--- config.mk ---
export PLATFORM = sky130hd
export DESIGN_NAME = vend_txn_controller
export DESIGN_NICKNAME = d
export VERILOG_FILES = /design/src/rtl/vend_txn_controller.sv
export SDC_FILE = /design/constraint.sdc
export NUM_CORES = 1
export LEC_CHECK = 0
export ABC_AREA = 0
export BUFFER_PORTS_ARGS = -buffer_cell sky130_fd_sc_hd__buf_2
export CORE_MARGIN = 5
export CORE_UTILIZATION = 50
export DETAILED_ROUTE_END_ITERATION = 10
export HOLD_SLACK_MARGIN = 0.1
export MAX_ROUTING_LAYER = met4
export PLACE_DENSITY = 0.74
export SETUP_SLACK_MARGIN = 0.4
export SLEW_MARGIN = 10
export SYNTH_ARGS = -nofsm -noshare
export SYNTH_HDL_FRONTEND = slang
export SYNTH_SLANG_ARGS = --single-unit
export TNS_END_PERCENT = 100
--- constraint.sdc ---
create_clock -name clock -period 2.11 [get_ports clock]
set_input_delay 0.1055 -clock clock [delete_from_list [all_inputs] [get_ports clock]]
set_output_delay 0.1055 -clock clock [all_outputs]
set_load 0.02 [all_outputs]
--- src/rtl/vend_txn_controller.sv ---
// rtl/vend_txn_controller.sv - vending transaction sequencer: coin edge detect, credit, vend, change
// Credit is counted in nickels; change and refunds leave as serial nickel_out pulses.
module vend_txn_controller #(
  parameter int CW             = 4,
  parameter int PRICE_A        = 3,
  parameter int PRICE_B        = 4,
  parameter int PRICE_C        = 5,
  parameter int PRICE_D        = 6,
  parameter int MAX_CREDIT     = 12,
  parameter int TIMEOUT_CYCLES = 64
) (
  input  logic          clock,
  input  logic          reset,
  input  logic [3:0]    item_number,
  input  logic          nickel_in,
  input  logic          dime_in,
  input  logic          cancel,
  output logic          dispense,
  output logic [3:0]    vend_item,
  output logic          nickel_out,
  output logic          coin_reject,
  output logic          item_err,
  output logic [CW-1:0] credit,
  output logic          busy
);

  localparam int TW = (TIMEOUT_CYCLES > 1) ? $clog2(TIMEOUT_CYCLES) : 1;

  typedef enum logic [1:0] {
    S_IDLE   = 2'd0,
    S_CREDIT = 2'd1,
    S_VEND   = 2'd2,
    S_CHANGE = 2'd3
  } state_t;

  state_t        state_q, state_d;
  logic          nickel_sync_q, nickel_prev_q;
  logic          dime_sync_q, dime_prev_q;
  logic [CW-1:0] credit_q, credit_d;
  logic [TW-1:0] timer_q, timer_d;
  logic [3:0]    vend_item_q, vend_item_d;
  logic          coin_reject_q, coin_reject_d;
  logic          change_hi_q, change_hi_d;

  logic          nickel_edge, dime_edge, coin_any, coin_open, coin_fits, coin_accept;
  logic [1:0]    coin_val;
  logic [CW+1:0] credit_sum;
  logic          item_onehot, timed_out;
  logic [CW-1:0] item_price, vend_price, credit_left;

  function automatic logic [CW-1:0] price_of(input logic [3:0] item);
    case (item)
      4'b0001: price_of = CW'(PRICE_A);
      4'b0010: price_of = CW'(PRICE_B);
      4'b0100: price_of = CW'(PRICE_C);
      4'b1000: price_of = CW'(PRICE_D);
      default: price_of = '0;
    endcase
  endfunction

  // Nickel and dime edges together encode the coin value directly: {dime, nickel}.
  assign nickel_edge = nickel_sync_q & ~nickel_prev_q;
  assign dime_edge   = dime_sync_q & ~dime_prev_q;
  assign coin_val    = {dime_edge, nickel_edge};
  assign coin_any    = nickel_edge | dime_edge;
  assign credit_sum  = {2'b00, credit_q} + (CW+2)'(coin_val);
  assign coin_fits   = credit_sum <= (CW+2)'(MAX_CREDIT);
  assign coin_open   = (state_q == S_IDLE) || (state_q == S_CREDIT);
  assign coin_accept = coin_any & coin_open & coin_fits;

  assign item_onehot = (item_number != 4'd0) && ((item_number & (item_number - 4'd1)) == 4'd0);
  assign item_price  = price_of(item_number);
  assign vend_price  = price_of(vend_item_q);
  assign credit_left = credit_q - vend_price;
  assign timed_out   = timer_q == TW'(TIMEOUT_CYCLES - 1);

  always_ff @(posedge clock) begin
    if (reset) begin
      state_q <= S_IDLE;
    end else begin
      state_q <= state_d;
    end
  end

  always_comb begin
    state_d = state_q;
    case (state_q)
      S_IDLE: begin
        if (coin_accept) state_d = S_CREDIT;
      end
      S_CREDIT: begin
        if (cancel || timed_out) begin
          state_d = S_CHANGE;
        end else if (item_onehot && (credit_q >= item_price)) begin
          state_d = S_VEND;
        end
      end
      S_VEND: begin
        state_d = (credit_left != '0) ? S_CHANGE : S_IDLE;
      end
      S_CHANGE: begin
        if ((credit_q == '0) || (change_hi_q && (credit_q == CW'(1)))) state_d = S_IDLE;
      end
      default: state_d = S_IDLE;
    endcase
  end

  always_comb begin
    dispense    = (state_q == S_VEND);
    nickel_out  = (state_q == S_CHANGE) && change_hi_q;
    busy        = (state_q == S_VEND) || (state_q == S_CHANGE);
    vend_item   = vend_item_q;
    coin_reject = coin_reject_q;
    credit      = credit_q;
    item_err    = (item_number != 4'd0) && !item_onehot;
  end

  always_comb begin
    credit_d      = credit_q;
    timer_d       = '0;
    vend_item_d   = vend_item_q;
    coin_reject_d = coin_any & ~coin_accept;
    // Every entry into CHANGE starts on a high (paying) cycle.
    change_hi_d   = (state_q == S_CHANGE) ? ~change_hi_q : 1'b1;
    case (state_q)
      S_IDLE: begin
        if (coin_accept) credit_d = credit_sum[CW-1:0];
      end
      S_CREDIT: begin
        if (coin_accept) begin
          credit_d = credit_sum[CW-1:0];
        end else begin
          timer_d = timer_q + TW'(1);
        end
        if (state_d == S_VEND) vend_item_d = item_number;
      end
      S_VEND: begin
        credit_d = credit_left;
      end
      S_CHANGE: begin
        if (change_hi_q && (credit_q != '0)) credit_d = credit_q - CW'(1);
      end
      default: ;
    endcase
  end

  always_ff @(posedge clock) begin
    if (reset) begin
      nickel_sync_q <= 1'b1;
      nickel_prev_q <= 1'b1;
      dime_sync_q   <= 1'b1;
      dime_prev_q   <= 1'b1;
      credit_q      <= '0;
      timer_q       <= '0;
      vend_item_q   <= 4'd0;
      coin_reject_q <= 1'b0;
      change_hi_q   <= 1'b1;
    end else begin
      nickel_sync_q <= nickel_in;
      nickel_prev_q <= nickel_sync_q;
      dime_sync_q   <= dime_in;
      dime_prev_q   <= dime_sync_q;
      credit_q      <= credit_d;
      timer_q       <= timer_d;
      vend_item_q   <= vend_item_d;
      coin_reject_q <= coin_reject_d;
      change_hi_q   <= change_hi_d;
    end
  end

endmodule
# [Yosys cells after proc, flatten, opt, wreduce, memory -nomap -nowiden]
# Cells that the tools add are included.
[totals] reg_bits=22 latch_bits=0 mem_bits_rw=0 mem_bits_ro=0 inputBits=9 elab_cells=79 n_memories=0
[classes] addsub=5 mul=0 n_div=0 order_cmp=2 eq_ne=16 shift=0 n_mux=11 n_bitwise=13 n_reduce_logical=22
[op_table] op="$pmux W3 S4" count=2
[op_table] op="$eq A4 B1 Y1 const B" count=3
[op_table] op="$pmux W4 S3" count=1
[op_table] op="$reduce_bool A4 Y1" count=3
[op_table] op="$mux W2" count=5
[op_table] op="$eq A4 B2 Y1 const B" count=2
[op_table] op="$eq A4 B3 Y1 const B" count=2
[op_table] op="$eq A4 B4 Y1 const B" count=2
[op_table] op="$logic_not A4 Y1" count=2
[op_table] op="$mux W4" count=2
[op_table] op="$pmux W2 S4" count=1
[op_table] op="$sub A4 B1 Y4 const B" count=2
[op_table] op="$add A6 B1 Y6 const B" count=1
[op_table] op="$eq A2 B2 Y1 const B" count=3
[op_table] op="$eq A6 B6 Y1 const B" count=1
[op_table] op="$logic_and A1 B1 Y1" count=6
[op_table] op="$not A1 Y1" count=6
[op_table] op="$add A4 B2 Y5" count=1
[op_table] op="$and A1 B1 Y1" count=5
[op_table] op="$le A5 B4 Y1 const B" count=1
[op_table] op="$and A4 B4 Y4" count=1
[op_table] op="$ge A4 B4 Y1" count=1
[op_table] op="$logic_or A1 B1 Y1" count=4
[op_table] op="$ne A2 B1 Y1 const B" count=2
[op_table] op="8 further kinds" count=10

# [Longest topological paths before layout]
# Gate-level depths: netlist (run 1).
[depth] ltp_word=10 ltp_mapped=10

# [Least setup slack after synthesis (run 1)]
# No wires, ideal clock.
[synth_timing] path_kind="register to register" from="reg credit_q[0], in the netlist credit[0]" to="reg timer_q[2]" t_arrival_ns=2.167 required_ns=2.045 setup_slack_ns=-0.122 stages_incl_launch_ff=9 path_buffers=0 synth_period_minus_slack_ns=2.232 path_cell_list="dfxtp_1 > ha_1 > inv_1 > fa_1 > xor2_1 > a21oi_2 > nand2_1 > a2111o_1 > nor2_1"
[synth_between] elab_chain_cells=4
[synth_rtl] element="start: declaration" line_no="39" source="logic [CW-1:0] credit_q, credit_d;"
[synth_rtl] element="start signal: assignment" line_no="163" source="credit_q <= credit_d;"
[synth_rtl] element="$add A4 B2 Y5" line_no="66" source="assign credit_sum = {2'b00, credit_q} + (CW+2)'(coin_val);"
[synth_rtl] element="$le A5 B4 Y1" line_no="67" source="assign coin_fits = credit_sum <= (CW+2)'(MAX_CREDIT);"
[synth_rtl] element="$and A1 B1 Y1" line_no="69" source="assign coin_accept = coin_any & coin_open & coin_fits;"
[synth_rtl] element="$reduce_or A3 Y1 (no source line)"
[synth_rtl] element="end signal: assignment" line_no="164" source="timer_q <= timer_d;"
[synth_rtl] element="end: declaration" line_no="40" source="logic [TW-1:0] timer_q, timer_d;"
# Every way passes these cells.
# A chain may end at the register's enable or synchronous reset.

# [Worst setup path in the final report (run 1)]
[layout_timing] from="reg vend_item_q[1], in the netlist vend_item[1]" to="reg credit_q[3], in the netlist credit[3]"
[layout_between] elab_chain_cells=4 elab_cells_between_ends=7
[layout_rtl] element="start: declaration" line_no="41" source="logic [3:0] vend_item_q, vend_item_d;"
[layout_rtl] element="start signal: assignment" line_no="165" source="vend_item_q <= vend_item_d;"
[layout_rtl] element="$eq A4 B4 Y1 (tied with other cells)" line_no="52" source="case (item)"
[layout_rtl] element="$pmux W3 S4 (*)" line_no="52"
[layout_rtl] element="$sub A4 B4 Y4 (*)" line_no="74" source="assign credit_left = credit_q - vend_price;"
[layout_rtl] element="$pmux W4 S3 (*)" line_no="125" source="case (state_q)"
# Every way passes the cells marked *; elsewhere a longest branch is shown, timed or not.

==> run_results.csv, run 1 <==
group,metric,value,unit
setup_path,crit_arrival,2.39,ns
timing,setup_ws,-0.0559,ns
cells_and_area,layout.cells.non_filler,245,
global_routing,grt_first_pass_wirelength,6.48,mm
setup_path,reg2reg_from,"vend_item[1]",
min_path,hold_depth,3,
setup_path,setup.worst_path.class,"reg -> reg",
clock_network,root_buffer,"clkbuf_4",
floorplanning,die-area,4230,um^2
drt,drtPass1Iterations,4,
timing,finalCritPeriodShare,1.03,
min_path,hold_class,"in -> reg",
flow_run,drv_cap,0,
setup_path,endpoint,"credit[3]",
global_routing,grt_usage,0.198,
timing,tns,-0.166,ns
floorplanning,core_area,2980,um^2
placed_design,portBuffers,21,
power,powerDensity,521,nW/um^2
clock_network,clkSlewWorstSetupHoldPaths,0.13,ns
logic_synthesis,syn_inst,173,
setup_path,critical_path.startpoint_type,"register",
placed_design,dp_hpwl,2.67,mm
timing,rsz0062_at_grt,"yes",
cells_and_area,layout_common_cells,"buf_2, nor2_1, buf_4, dfxtp_1, inv_1",
logic_synthesis,synth-seq-area-share,0.290,
logic_synthesis,synth_edf_count,0,
timing,slew_viol_final,0,
setup_path,critPathRequiredTime,2.33,ns
logic_synthesis,syn_nets,195,
floorplanning,rows,20,
global_routing,grt_overflow,0,
drt,drt_iter0_markers,55,
cells_and_area,num-fill-cells,237,
cells_and_area,regArea,465,um^2
placed_design,dp.cells,228,
clock_network,htree_levels,1,
clock_network,clock_sinks,22,
power,p_leak,0.000844,uW
clock_network,clockBufferDepth,2,
setup_path,r2r_cells,8,
drt,drt_wl_total,3.83,mm
timing,finalSetupViolCount,7,
drt,wire_per_inst,15.6,um
logic_synthesis,async_flop_share,0,
timing,maxSlewHeadroom,0.629,
clock_network,cts_buffers,3,
floorplanning,die_w,65.1,um
floorplanning,die_y,65.1,um
timing,finClkSkew,0.00980,ns
setup_path,r2r_slack,-0.06,ns
logic_synthesis,yosys-top-cells-area,"dfxtp_1, ha_1, nor2_1",
logic_synthesis,synthDistinctLibCells,52,
logic_synthesis,synth_area,1520,um^2
logic_synthesis,synth-seq-cells,22,
drt,viasPerCell,5.71,
run_status,status,"complete, but fails checks",
floorplanning,initial_core_util,0.509,
timing,max_freq,0.462,GHz
cells_and_area,multi_input_area,1140,um^2
logic_synthesis,yosysWarnings,0,
timing,tightest_slew,0.551,ns
logic_synthesis,avgSynthCellArea,8.77,um^2
run_status,violations,"setup timing",
cells_and_area,area_growth,32.7,%
logic_synthesis,synth.top_cell.area_share,0.290,
cells_and_area,diodes,0,
cells_and_area,drive_gt1_frac,0.401,
cells_and_area,final_common_cell,"buf_2",
clock_network,cts_tree,"built",
setup_path,worstReg2RegEnd,"credit[3]",
setup_path,end_kind,"register",
timing,fin_crit,2.17,ns
power,irDropWorstVdd,0.404,mV
cells_and_area,nets,235,
logic_synthesis,synth_area_leader_cell,"dfxtp_1",
clock_network,clock_latency,0.31,ns
setup_path,worstPathMaxFanout,6,
setup_path,critPathLaunch,"vend_item[1]",
placed_design,gp_congestion,0.869,
drt,vias,1399,
global_routing,first_global_vias,1433,
drt,drcViolationCount,0,
logic_synthesis,synth_flop_cell,"dfxtp_1",
global_routing,antenna_found_initial,0,
timing,finalHoldViolCount,0,
global_routing,grt_max_degree,20,
floorplanning,ios,22,
drt,ant_nets,0,
## routing by layer
| metal | vias up | share of wire | wire [um] | GRT usage |
|---|---|---|---|---|
| li1 | 688 | - | - | - |
| met1 | 659 | 0.43 | 1660 | 0.239 |
| met2 | 40 | 0.50 | 1900 | 0.342 |
| met3 | 12 | 0.047 | 182 | 0.0312 |
| met4 | 0 | 0.023 | 87 | 0.0544 |
| met5 | - | 0 | 0 | - |
## repair_timing
item                                   4_1_cts  5_1_grt
pin swaps                                   10       11
buffers inserted                             9        2
setup endpoints to repair                   18       17
resized for setup                           14       10
endpoints found under the hold margin        2        0
hold buffers                                 2        0
## stage by stage
stage	setup slack, ns	util	power (uW)	hold WS [ns]	cell area, um^2
after floorplan	0.0564	-	682	0.209	1580
after global placement	-0.0820	0.586	755	0.287	1750
after detailed placement	-0.0805	0.586	767	0.295	1750
after CTS	-0.0653	0.647	1020	0.113	1930
after global routing	-0.146	0.676	1110	0.150	2010
final	-0.0559	0.676	1050	0.121	2010
## how the worst min path moves through the flow
stage,startpoint,end
2_1_floorplan,dime_in,dime_sync_q
3_3_place_gp,dime_in,dime_sync_q
3_5_place_dp,nickel_in,nickel_sync_q
4_1_cts,item_number[1],vend_item[1]
5_1_grt,item_number[1],vend_item[1]
6_report,item_number[1],vend_item[1]
## worst max-delay path, cell delays in order, from the launching register on
cell	delay (ns)
dfxtp_4	0.38
xor2_1	0.16
o211ai_1	0.16
ha_1	0.29
nor2b_1	0.15
a221oi_2	0.27
xor2_1	0.27
a21oi_1	0.13
o32ai_2	0.27
## state kept, by name, indices dropped and copies added (netlist names)
signal / count
coin_reject: 1
dime_sync_q: 1
nickel_prev_q: 1
nickel_sync_q: 1
dime_prev_q: 1
state_q: 2
credit: 4
timer_q: 6
vend_item: 4
change_hi_q: 1
## cells by family (layout without fill, tap and decap cells)
| logic type | Yosys count | in the layout | synth area share |
|---|---|---|---|
| xor gates and xnor gates | 13 | 13 | 0.0751 |
| and+or+nand+nor | 56 | 56 | 0.193 |
| adders and majority gates | 14 | 14 | 0.124 |
| muxes | 5 | 5 | 0.0330 |
| buffers and inverters | 21 | 60 | 0.0619 |
| DFF | 22 | 22 | 0.290 |
| AOI/OAI and AO/OA | 42 | 42 | 0.223 |
## area by class of cell
type,instances,share of cell area
multi-input combinational,130,0.567
sequential,22,0.231
timing repair buffer,44,0.144
inverter,12,0.0236
tap,33,0.0205
clock buffer,4,0.0131
## cell usage after synthesis, types with 2 or more instances
cell,instances
fa_1,2
a21oi_1,6
a221oi_1,4
o21ai_0,6
o31ai_1,2
and3_1,2
o211ai_1,2
or2_2,4
mux2i_1,5
ha_1,11
nor2_1,20
nor3_1,3
a21o_1,2
nand2b_1,4
xor2_1,7
inv_1,11
dfxtp_1,22
nand2_1,6
buf_2,3
or3_1,2
nand3_1,5
xnor2_1,6
nor2b_1,4
a31oi_1,3
clkbuf_1,4
## power breakdown
part           total (uW)  internal, uW  switching, uW  leakage, uW
registers             449           429           19.4     0.000184
clock network         202          73.7            128    0.0000150
logic                 398           180            218     0.000645
No activity file was read; power rests on OpenSTA's default activity.
==> inputs of run 2 (changes only) <==
--- a/config.mk
+++ b/config.mk
@@ -12,7 +12,7 @@
 export DETAILED_ROUTE_END_ITERATION = 10
 export HOLD_SLACK_MARGIN = 0.1
 export MAX_ROUTING_LAYER = met4
-export PLACE_DENSITY = 0.74
+export PLACE_DENSITY = 0.71
 export SETUP_SLACK_MARGIN = 0.4
 export SLEW_MARGIN = 10
 export SYNTH_ARGS = -nofsm -noshare
==> constraint.sdc (replaced) <==
create_clock -name clock -period 2.77 [get_ports clock]
set_input_delay 0.1385 -clock clock [delete_from_list [all_inputs] [get_ports clock]]
set_output_delay 0.1385 -clock clock [all_outputs]
set_load 0.02 [all_outputs]
==> run 2 against run 1 <==
Against the previous run:
- combinational power decreased by 46%
- non-clock buffer count decreased by 20
- die area unchanged
- maximum frequency decreased by 2.4%
- sequential cell count unchanged
- hold slack improved by 0.036 ns
- the flow now finishes without violations
- count of clock-buffer cells in the layout unchanged
- cell count decreased by 8.2%
- highest routed layer unchanged
- clock skew decreased by 0.0072 ns
- first-iteration DRC count decreased by 44%
==> run_results.csv, run 2 (synthesized netlist as in run 1, its figures left out) <==
group,metric,value,unit
placed_design,dp.cells,219,
clock_network,clock_sinks,22,
setup_path,critical_path.startpoint_type,"register",
clock_network,htree_levels,1,
drt,drt_wl_total,3.31,mm
timing,rsz0062_at_grt,"yes",
min_path,hold_class,"in -> reg",
setup_path,setup.worst_path.class,"reg -> reg",
floorplanning,core_area,2980,um^2
floorplanning,die_w,65.1,um
timing,fin_crit,2.22,ns
placed_design,place_area,1620,um^2
global_routing,antenna_found_initial,0,
placed_design,portBuffers,21,
global_routing,grt_overflow,0,
timing,maxSlewHeadroom,0.626,
global_routing,grt_first_pass_wirelength,5.60,mm
global_routing,first_global_vias,1280,
flow_run,drv_cap,0,
cells_and_area,num-fill-cells,265,
timing,finalHoldViolCount,0,
setup_path,worstPathMaxFanout,6,
timing,tns,0,ns
run_status,status,"complete, no violations",
timing,finalCritPeriodShare,0.801,
drt,drtPass1Iterations,4,
setup_path,crit_arrival,2.48,ns
power,powerDensity,436,nW/um^2
drt,vias,1316,
timing,tightest_slew,0.561,ns
power,p_total,751,uW
cells_and_area,multi_input_area,1020,um^2
clock_network,postCtsSetupRepairBufs,0,
floorplanning,ios,22,
cells_and_area,fin_area,1720,um^2
clock_network,cts_tree,"built",
drt,wire_per_inst,14.7,um
floorplanning,die_y,65.1,um
cells_and_area,drive_gt1_frac,0.250,
setup_path,end_kind,"register",
cells_and_area,largest_register,"timer_q",
timing,finClkSkew,0.00263,ns
floorplanning,die-area,4230,um^2
cells_and_area,diodes,0,
floorplanning,rows,20,
power,irDropWorstVdd,0.280,mV
cells_and_area,nets,215,
placed_design,dp_hpwl,2.52,mm
cells_and_area,area_growth,13.4,%
cells_and_area,layout_common_cells,"buf_2, nor2_1, dfxtp_1, inv_1, ha_1",
timing,max_freq,0.451,GHz
drt,drt_iter0_markers,31,
clock_network,clockBufferDepth,2,
power,p_leak,0.000717,uW
cells_and_area,regArea,445,um^2
global_routing,grt_usage,0.171,
setup_path,critPathRequiredTime,3.03,ns
placed_design,gp_congestion,0.859,
clock_network,root_buffer,"clkbuf_4",
clock_network,cts_buffers,3,
drt,viasPerCell,5.85,
cells_and_area,layout.cells.non_filler,225,
cells_and_area,final_common_cell,"buf_2",
clock_network,clock_latency,0.31,ns
global_routing,grt_max_degree,20,
clock_network,clkSlewWorstSetupHoldPaths,0.12,ns
drt,drcViolationCount,0,
timing,finalSetupViolCount,0,
cells_and_area,largest_reg_flops,6,
drt,ant_nets,0,
floorplanning,initial_core_util,0.509,
timing,slew_viol_final,0,
==> run 2: cell count changes in the layout (fill, tap and decap cells not counted), sizes merged <==
cell  previous run  this run
buf             42        22
==> run 2: power breakdown <==
group | switching (uW) | total (uW) | internal [uW]
logic | 128 | 213 | 85.5
registers | 25.3 | 356 | 330
clock network | 101 | 182 | 80.3
total | 254 | 751 | 496
==> run 2: path summary, 6_finish.rpt <==
kind,slack [ns],to,depth (start not counted),from
max,0.55,timer_q[5],9,nickel_sync_q
min,0.16,vend_item[1],3,item_number[1]
max reg2reg,0.55,timer_q[5],9,nickel_sync_q
min reg2reg,0.46,timer_q[0],1,timer_q[0]
==> run 2: cell type report <==
type	count	area share
clock buffer	4	0.0211
multi-input combinational	130	0.593
sequential	22	0.259
tap	33	0.0240
timing repair buffer	24	0.0771
inverter	12	0.0262
==> run 2: routing by layer <==
| metal | track usage | vias up | wire length, um |
|---|---|---|---|
| met2 | 0.300 | 26 | 1690 |
| li1 | - | 651 | - |
| met5 | - | - | 0 |
| met3 | 0.0329 | 7 | 130 |
| met1 | 0.191 | 632 | 1430 |
| met4 | 0.0674 | 0 | 57 |
==> run 2: worst max-delay path, cell delays in order, from the launching register on <==
cell      delay, ns
dfxtp_1        0.36
nor2b_4        0.17
ha_2           0.20
inv_1          0.06
fa_2           0.38
xor2_1         0.17
a21oi_2        0.17
nand2_1        0.09
a2111o_1       0.45
nor2_1         0.13
==> run 2: timing repair <==
action | CTS | global route
pin swaps | 1 | 2
gates resized for setup | 4 | 8
setup endpoints to repair | 5 | 11
hold buffers | 2 | 0
hold endpoints to repair | 2 | 0
==> run 2: per-stage QoR <==
stage,setup WS (ns),hold slack (ns),util
detailed placement,0.419,0.326,0.545
global placement,0.505,0.321,0.545
floorplan,0.538,0.242,-
finish,0.551,0.157,0.578
global route,0.385,0.200,0.578
CTS,0.413,0.161,0.566
